`src/rtl/uart_rx_fifo.sv`:
```
// UART receiver with oversampling-free mid-bit sampling feeding a small receive FIFO.
// Optional feature: define UART_RX_PARITY_EN for an even-parity bit between data and stop.
module uart_rx_fifo #(
    parameter int clk_freq       = 50000000,
    parameter int uart_baud_rate = 115200,
    parameter int fifo_depth     = 8
) (
    input  logic       clk,
    input  logic       rst,
    input  logic       uart_rxd,
    output logic [7:0] rx_data,
    output logic       rx_avail,
    input  logic       rx_ack,
    output logic       rx_error,
    output logic       rx_overflow
);
    localparam int DIVISOR = clk_freq / uart_baud_rate;
    localparam int HALF    = DIVISOR / 2;
    localparam int BW      = (DIVISOR > 1) ? $clog2(DIVISOR) : 1;
    localparam int AW      = $clog2(fifo_depth);
    localparam logic [BW-1:0] C_BIT_END  = BW'(DIVISOR - 1);
    localparam logic [BW-1:0] C_HALF_END = BW'(HALF - 1);
    localparam logic [AW:0]   C_FULL     = (AW + 1)'(fifo_depth);

    typedef enum logic [2:0] {
        S_IDLE,
        S_START,
        S_DATA,
`ifdef UART_RX_PARITY_EN
        S_PARITY,
`endif
        S_STOP,
        S_WAIT_HIGH
    } state_t;

    state_t        r_state;
    state_t        w_next;
    logic          r_sync1;
    logic          r_sync2;
    logic          w_rxd;
    logic [BW-1:0] r_baud;
    logic [2:0]    r_bit_cnt;
    logic [7:0]    r_shift;
    logic          w_bit_end;
    logic          w_half_end;
    logic          w_data_smp;
    logic          w_push;
    logic          w_err;
    logic [7:0]    r_mem [fifo_depth];
    logic [AW-1:0] r_wr_ptr;
    logic [AW-1:0] r_rd_ptr;
    logic [AW:0]   r_count;
    logic          w_full;
    logic          w_pop;
    logic          w_wr;
    logic          r_error;
    logic          r_overflow;
`ifdef UART_RX_PARITY_EN
    logic          r_par_err;
    logic          w_par_bad;
`endif

    assign w_rxd      = r_sync2;
    assign w_bit_end  = (r_baud == C_BIT_END);
    assign w_half_end = (r_baud == C_HALF_END);

    // The line idles high, so the synchronizer resets to 1 to avoid a fake start bit.
    always_ff @(posedge clk or posedge rst) begin
        if (rst) begin
            r_sync1 <= 1'b1;
            r_sync2 <= 1'b1;
        end else begin
            r_sync1 <= uart_rxd;
            r_sync2 <= r_sync1;
        end
    end

    always_ff @(posedge clk or posedge rst) begin
        if (rst) r_state <= S_IDLE;
        else     r_state <= w_next;
    end

    always_comb begin
        w_next = r_state;
        case (r_state)
            S_IDLE:      if (!w_rxd) w_next = S_START;
            S_START: begin
                if (w_half_end) begin
                    if (w_rxd) w_next = S_IDLE;
                    else       w_next = S_DATA;
                end
            end
`ifdef UART_RX_PARITY_EN
            S_DATA:      if (w_bit_end && r_bit_cnt == 3'd7) w_next = S_PARITY;
            S_PARITY:    if (w_bit_end) w_next = S_STOP;
`else
            S_DATA:      if (w_bit_end && r_bit_cnt == 3'd7) w_next = S_STOP;
`endif
            S_STOP: begin
                if (w_bit_end) begin
                    if (w_rxd) w_next = S_IDLE;
                    else       w_next = S_WAIT_HIGH;
                end
            end
            S_WAIT_HIGH: if (w_rxd) w_next = S_IDLE;
            default:     w_next = S_IDLE;
        endcase
    end

`ifdef UART_RX_PARITY_EN
    assign w_par_bad = (r_state == S_PARITY) && w_bit_end && (^{r_shift, w_rxd});
`endif

    // A parity failure already reported suppresses both the push and a second error at stop.
    always_comb begin
        w_data_smp = (r_state == S_DATA) && w_bit_end;
        w_push     = 1'b0;
        w_err      = 1'b0;
`ifdef UART_RX_PARITY_EN
        if (w_par_bad) w_err = 1'b1;
        if (r_state == S_STOP && w_bit_end) begin
            w_push = w_rxd && !r_par_err;
            w_err  = !w_rxd && !r_par_err;
        end
`else
        if (r_state == S_STOP && w_bit_end) begin
            w_push = w_rxd;
            w_err  = !w_rxd;
        end
`endif
    end

    always_ff @(posedge clk or posedge rst) begin
        if (rst) begin
            r_baud    <= '0;
            r_bit_cnt <= '0;
            r_shift   <= '0;
        end else begin
            if (w_next != r_state || w_data_smp || r_state == S_IDLE || r_state == S_WAIT_HIGH)
                r_baud <= '0;
            else
                r_baud <= r_baud + 1'b1;
            if (r_state == S_IDLE)
                r_bit_cnt <= '0;
            else if (w_data_smp)
                r_bit_cnt <= r_bit_cnt + 1'b1;
            if (w_data_smp)
                r_shift <= {w_rxd, r_shift[7:1]};
        end
    end

`ifdef UART_RX_PARITY_EN
    always_ff @(posedge clk or posedge rst) begin
        if (rst)                    r_par_err <= 1'b0;
        else if (r_state == S_IDLE) r_par_err <= 1'b0;
        else if (w_par_bad)         r_par_err <= 1'b1;
    end
`endif

    // A pop on the same edge frees a slot, so a push into a full FIFO still lands.
    assign w_full = (r_count == C_FULL);
    assign w_pop  = rx_ack && (r_count != '0);
    assign w_wr   = w_push && (!w_full || w_pop);

    always_ff @(posedge clk) begin
        if (w_wr) r_mem[r_wr_ptr] <= r_shift;
    end

    always_ff @(posedge clk or posedge rst) begin
        if (rst) begin
            r_wr_ptr   <= '0;
            r_rd_ptr   <= '0;
            r_count    <= '0;
            r_error    <= 1'b0;
            r_overflow <= 1'b0;
        end else begin
            if (w_wr)  r_wr_ptr <= r_wr_ptr + 1'b1;
            if (w_pop) r_rd_ptr <= r_rd_ptr + 1'b1;
            if (w_wr && !w_pop)      r_count <= r_count + 1'b1;
            else if (!w_wr && w_pop) r_count <= r_count - 1'b1;
            r_error    <= w_err;
            r_overflow <= w_push && w_full && !w_pop;
        end
    end

    assign rx_avail    = (r_count != '0);
    assign rx_data     = rx_avail ? r_mem[r_rd_ptr] : 8'h00;
    assign rx_error    = r_error;
    assign rx_overflow = r_overflow;

endmodule

```
`config.mk`:
```
export PLATFORM = sky130hd
export DESIGN_NAME = uart_rx_fifo
export DESIGN_NICKNAME = d
export VERILOG_FILES = /design/src/rtl/uart_rx_fifo.sv
export SDC_FILE = /design/constraint.sdc
export NUM_CORES = 1
export LEC_CHECK = 0
export CAP_MARGIN = 40
export CORE_UTILIZATION = 50
export CTS_BUF_LIST = sky130_fd_sc_hd__clkbuf_16
export CTS_CLUSTER_SIZE = 28
export DETAILED_ROUTE_END_ITERATION = 16
export GPL_TIMING_DRIVEN = 0
export PLACE_DENSITY = 0.78
export SLEW_MARGIN = 20
export SYNTH_ARGS = -nofsm -noshare
export SYNTH_HDL_FRONTEND = slang
export SYNTH_SLANG_ARGS = --single-unit
```
`constraint.sdc`:
```
create_clock -name clk -period 2.66 [get_ports clk]
set_clock_uncertainty 0.05 [all_clocks]
set_input_delay 0.532 -clock clk [delete_from_list [all_inputs] [get_ports clk]]
set_output_delay 0.532 -clock clk [all_outputs]
set_load 0.03 [all_outputs]
```
==> results of run 1 <==
## critical path: cells and delay by family, from the launching register on
family,cells,cell delay [ns]
mux,2,0.68
simple gates,1,0.05
flops,1,0.37
buf+inv,3,0.55
## routing by layer
metal  vias up  wire [um]  global-route usage, %
met1      1153       3263                  23.80
li1       1083          -                      -
met5         -          0                      0
met4         0         94                  7.828
met2        54       3684                  29.76
met3         6        344                  4.306
## per-stage QoR
stage                     setup TNS [ns]  instances  util (%)
after floorplan                        0        272         -
after global placement            -6.178        391     55.56
after detailed placement          -2.489        392     55.92
after CTS                              0        414     61.01
after global routing           -0.005934        416     60.98
final                                  0        416     60.98
## layout by cell type, fill, tap and decap left out, drive strengths merged, types with 3 or more instances in the layout
cell type / count
mux2: 11
ha: 10
clkdlybuf4s15: 4
buf: 22
mux2i: 11
o21ai: 4
dfrtp: 35
inv: 12
nand2: 11
clkbuf: 10
edfxtp: 64
nand2b: 3
xnor2: 12
mux4: 16
nand3: 7
clkinv: 4
clkdlybuf4s50: 6
nor2: 30
a21oi: 3
nor4: 4
nor3: 11
## sequential cells by signal (all words and copies together), names as in the netlist
| register | flops |
|---|---|
| r_baud | 9 |
| r_sync1 | 1 |
| r_shift | 8 |
| r_rd_ptr | 3 |
| r_state | 3 |
| r_bit_cnt | 3 |
| r_wr_ptr | 3 |
| r_mem | 64 |
| r_sync2 | 1 |
| rx_overflow | 1 |
| r_count | 4 |
| rx_error | 1 |
## cell usage after synthesis (2+ instances only)
cell       n
nand2b_1   3
a21oi_1    3
clkbuf_1   2
nor2_1    30
xor2_1     2
xnor2_1   12
nand3b_1   2
nor3_1    11
nand3_1    7
edfxtp_1  64
nor4_4     2
mux2i_1   11
buf_4      2
buf_2      2
ha_1      10
buf_1      2
dfrtp_1   35
o21ai_0    4
dfstp_2    2
mux2_2    11
mux4_2    16
nand2_1   10
a21o_1     2
inv_1      9
a31oi_1    2
## where the power goes
group	switching (uW)	leakage [uW]	internal [uW]
logic	13.3	0.000682	7.66
clock network	605	0.000148	666
registers	1.74	0.00124	1660
## area by class of cell
class                   count  share of cell area [%]
flip-flops and latches    101                   56.34
multi-input cells         152                   28.38
clock buffers               9                   4.450
repair buffers             24                   4.450
well taps                 105                   2.596
clock inverters             7                   1.557
plain buffers               9                   1.557
inverters                   9                  0.6675
## timing repair
| action | in CTS | in global routing |
|---|---|---|
| buffers inserted | 7 | 0 |
| pin swaps | 5 | 1 |
| cloned | 0 | 0 |
| setup endpoints to repair | 10 | 36 |
| gates resized for setup | 39 | 12 |
## how the worst max path moves through the flow
| stage | end | slack, ns | cells past startpoint |
|---|---|---|---|
| after floorplan | r_count[3] | 0.01 | 11 |
| after global placement | r_count[3] | -0.32 | 10 |
| after detailed placement | r_count[3] | -0.46 | 10 |
| after CTS | r_count[3] | 0.01 | 13 |
| after global routing | r_count[3] | -0.006 | 10 |
| final | rx_data[1] | 0.09 | 6 |
## logic make-up (layout without fill, tap and decap cells)
| logic type | after synthesis | after routing |
|---|---|---|
| multiplexers | 38 | 38 |
| AND/OR/NAND/NOR | 75 | 75 |
| AO/OA/AOI/OAI | 14 | 14 |
| XOR/XNOR | 14 | 14 |
| buffers and inverters | 19 | 58 |
| flip-flops | 101 | 101 |
| adder cells (fa/ha/maj) | 11 | 11 |
==> run metrics, run 1 <==
Peak VDD IR=approximately 340 uV; cell count after synthesis=around 270; crit-path cells=buf_6 > buf_12 > mux4_2 > mux2i_1 > nor2_1 > clkdlybuf4s15_2; First DRT Iteration DRCs=123; Tot Pwr=about 2900 uW; HP Start=r_sync1; all-layer global routing usage=between 15 and 20%; # port buffers=14; routability cong.=between 0.8 and 0.9; pin count of the biggest net entering global routing=27; ys async rst share=36.63%; Die W=around 95 um; cell taking the most area after synthesis=edfxtp_1; post-route ant nets=0; Synth Area in Compound Gates=about 2.4%; syn_nets=between 200 and 300; RR Startpoint=r_state[2]; multiplexer share of the synthesized area=between 10 and 15%; area growth from synthesis to layout=16.64%; mean routed wirelength per cell=about 18 um; critical path class=flop to output pin; crit end category=output pin; Max Fclk=388.4 MHz; final setup margin=about 0.085 ns; Synth Warn #=0; CP Data Arrival Time=around 2.0 ns; CTS Hold Bufs=0; #FFs+latches synth=slightly above 100; worst hold path cell count=0; Hold Slack=~0.31 ns; Synth Flop Type=edfxtp_1; area occupied by multi-input gates=about 1400 um^2; vias per inst=around 5.5; R2R Setup Slk=0.09 ns; Power Dens Cells=~600 nW/um^2; unique cell type count in the Yosys netlist=41; average cell area after synthesis=roughly 16 um^2; Worst-path clk slew=~0.070 ns; Setup crit start=r_rd_ptr[0]; Layout fillers=~600; RSZ-0062 raised after global routing=yes; R2R Path End=r_count[3]; remaining global-route overflow=0; DR DRC count=0; DRT Wirelength=roughly 7400 um; Post-DP HPWL=around 4600 um; hold endpoint=r_sync2; first-pass GRT wire length=approximately 12000 um; Final Max Tran Viols=0; Initial DRT Pass Iterations=4; sequential-to-total area share from yosys stat=between 60% and 70%; CORE AREA=about 8300 um^2; Worst Setup Start Kind=flop; Synth area leaders=edfxtp_1 44%, dfrtp_1 20%, mux4_2 8.3%; Clock Latency Late Sink=around 0.34 ns; Reg area=between 2000 and 3000 um^2; initial antenna violation count=0; highest cell delay on the worst timing path=around 0.53 ns; Pleak=just over 0.002 uW; cell area after synthesis=~4300 um^2; Post-Synth Adder-Cell Area=roughly 3.3%; maximum fanout along the worst path=10; Simple-Gate Fraction of Synth Area=under 10%; cts bufs inserted=9; CTS HTree Levels=3; Die Y-Extent=about 95 um; Least-Margin Pin Slew=0.8251 ns; post-synth top area share=approximately 44%; period utilisation layout=a little over nine tenths; clock sink count=roughly 100; CTS tree=done; Critical Path Slowest Stage Cell=mux4_2; Vias=approximately 2300; CP Data Required Time=between 2 and 2.5 ns; largest family of logic cells by synthesized area=multiplexers; Final Setup Violations=0; min Tclk post-route=2.575 ns; I/O pins=15; Ant. Diodes=0; post-synthesis xor/xnor area fraction=approximately 2.8%; Placed Instance Area=~4600 um^2; nets=around 320; initial core utilization=between 50% and 60%; Slew headroom=44.79%; R2R cell count=11; Die Area=9054 um^2; Hold Crit Class=flop to flop; layout cells sized above 1=approximately 29%; max_cap viols=0; EDFF count, synth=64; status=finished clean; post-route cell area=~5100 um^2; # rows=33; clk buf depth=2; Fin. Hold Viols=0; vias in the first global route=2315; Place WS=-0.4633 ns; clock root buffer=clkbuf_16
Note: power is estimated with default switching activity, not from simulation.
==> inputs of run 2 (changes only) <==
--- a/config.mk
+++ b/config.mk
@@ -6,12 +6,12 @@
 export NUM_CORES = 1
 export LEC_CHECK = 0
 export CAP_MARGIN = 40
-export CORE_UTILIZATION = 50
+export CORE_UTILIZATION = 54
 export CTS_BUF_LIST = sky130_fd_sc_hd__clkbuf_16
 export CTS_CLUSTER_SIZE = 28
 export DETAILED_ROUTE_END_ITERATION = 16
 export GPL_TIMING_DRIVEN = 0
-export PLACE_DENSITY = 0.78
+export PLACE_DENSITY = 0.82
 export SLEW_MARGIN = 20
 export SYNTH_ARGS = -nofsm -noshare
 export SYNTH_HDL_FRONTEND = slang
==> run metrics, run 2 (synthesis gave the netlist of run 1 again) <==
post-route cell area=roughly 5000 um^2; crit end category=output pin; clock root buffer=clkbuf_16; RR Startpoint=r_baud[1]; first-pass GRT wire length=roughly 12000 um; hold endpoint=r_sync2; highest cell delay on the worst timing path=between 0.5 and 0.6 ns; period utilisation layout=a little over nine tenths; DRT Wirelength=between 7000 and 8000 um; R2R Path End=r_count[3]; layout cells sized above 1=between 20% and 30%; R2R Setup Slk=around 0.12 ns; vias per inst=5.674; Die W=between 90 and 100 um; # rows=32; First DRT Iteration DRCs=140; Critical Path Slowest Stage Cell=mux4_2; CORE AREA=~8000 um^2; CTS tree=done; post-route ant nets=0; RSZ-0062 raised after global routing=yes; maximum fanout along the worst path=10; cts bufs inserted=9; Hold Crit Class=flop to flop; initial antenna violation count=0; max_cap viols=0; Post-DP HPWL=approximately 4800 um; CP Data Arrival Time=about 2.0 ns; Ant. Diodes=0; min Tclk post-route=2.576 ns; Final Max Tran Viols=0; HP Start=r_sync1; Fin. Hold Viols=0; # port buffers=14; vias in the first global route=2451; Least-Margin Pin Slew=0.7908 ns; CTS HTree Levels=3; Final Setup Violations=0; Placed Instance Area=4617 um^2; Clock Latency Late Sink=0.34 ns; mean routed wirelength per cell=between 15 and 20 um; Worst Setup Start Kind=flop; Power Dens Cells=between 500 and 600 nW/um^2; Reg area=2850 um^2; clk buf depth=2; most common cell after layout, fill and taps aside=edfxtp_1; Die Area=between 8000 and 9000 um^2; clock sink count=101; DR DRC count=0; Biggest register=r_mem; Crit path max-delay family=multiplexers; Max Fclk=approximately 390 MHz; Slew headroom=47.09%; I/O pins=15; TNS Setup=0 ns; Peak VDD IR=about 330 uV; Layout fillers=545; area occupied by multi-input gates=around 1400 um^2; Pleak=about 0.002 uW; Largest regs=r_mem: 64 flops, r_baud: 9 flops, r_shift: 8 flops; all-layer global routing usage=between 20% and 30%; CP Data Required Time=between 2 and 2.5 ns; Initial DRT Pass Iterations=4; Core Util, Final=between 60% and 70%; crit-path cells=buf_6 > buf_12 > mux4_2 > mux2i_1 > nor2_1 > clkdlybuf4s15_2; routability cong.=approximately 0.82; critical path class=flop to output pin; initial core utilization=between 50% and 60%; status=finished clean; R2R cell count=13; area growth from synthesis to layout=15.37%; Largest register FFs=64; remaining global-route overflow=0; Die Y-Extent=between 90 and 100 um; most frequent cells in the layout=64 x edfxtp_1, 35 x dfrtp_1, 30 x nor2_1; Worst-path clk slew=about 0.08 ns; crit path buf inv count=3; Vias=2332; pin count of the biggest net entering global routing=38; worst hold path cell count=0; nets=roughly 320
-- run 2: cell types whose count changed in the layout (fill, tap and decap cells not counted), sizes merged --
| cell | delta |
|---|---|
| inv | +2 |
| clkdlybuf4s15 | -3 |
| clkinv | -2 |
| clkbuf | +1 |
-- run 2: timing repair --
item,CTS,global route
resized for setup,38,18
hold buffers,0,0
endpoints found under the setup margin,11,49
buffers inserted,5,0
pin swaps,5,1
-- run 2: stage by stage --
step	hold slack [ns]	power, uW	setup slack (ns)	instances
floorplan	0.2952	1700	0.01235	272
finish	0.3069	2926	0.08433	411
CTS	0.3106	2947	0.009493	408
detailed placement	0.2973	1709	-0.4141	388
global route	0.3121	3026	-0.08406	411
global placement	0.2965	1708	-0.3212	388
-- run 2: where the power goes --
group          internal [uW]  switching, uW
sequential              1660           1.58
clock                    658            590
combinational           7.65           12.8
-- run 2: final cells by class --
type / count / area share, %
sequential: 101 / 56.94
multi-input combinational: 152 / 28.69
clock buffer: 9 / 4.499
timing repair buffer: 22 / 3.824
tap: 102 / 2.549
buffer: 9 / 1.550
clock inverter: 7 / 1.275
inverter: 9 / 0.6748
-- run 2: worst max-delay path by stage --
stage / startpoint / to / slack [ns] / depth (start not counted)
floorplan: r_state[0] / r_count[3] / 0.01 / 11
global placement: rx_ack / r_count[3] / -0.32 / 10
detailed placement: rx_ack / r_count[3] / -0.41 / 10
CTS: r_baud[1] / r_count[3] / 0.009 / 13
global route: r_baud[1] / r_count[3] / -0.08 / 13
finish: r_rd_ptr[0] / rx_data[7] / 0.08 / 6
-- run 2: worst reg2reg max path, delay by kind of cell, from the launching register on --
family,cells,cell delay (ns)
buf+inv,3,0.24
fa+ha+maj,3,0.61
flops,1,0.40
mux,1,0.20
simple gates,3,0.44
compound gates,3,0.49
-- run 2: metal layers --
layer / GRT usage (%) / wire length [um]
met3: 3.648 / 324
met4: 7.275 / 105
met1: 25.66 / 3119
met5: 0 / 0
met2: 34.52 / 3891
==> inputs of run 3 (changes only) <==
--- a/config.mk
+++ b/config.mk
@@ -6,12 +6,12 @@
 export NUM_CORES = 1
 export LEC_CHECK = 0
 export CAP_MARGIN = 40
-export CORE_UTILIZATION = 54
+export CORE_UTILIZATION = 50
 export CTS_BUF_LIST = sky130_fd_sc_hd__clkbuf_16
 export CTS_CLUSTER_SIZE = 28
 export DETAILED_ROUTE_END_ITERATION = 16
 export GPL_TIMING_DRIVEN = 0
-export PLACE_DENSITY = 0.82
+export PLACE_DENSITY = 0.78
 export SLEW_MARGIN = 20
 export SYNTH_ARGS = -nofsm -noshare
 export SYNTH_HDL_FRONTEND = slang
==> results of run 3 <==
Same layout as run 1: the final DEF is identical, and so are final timing and power.
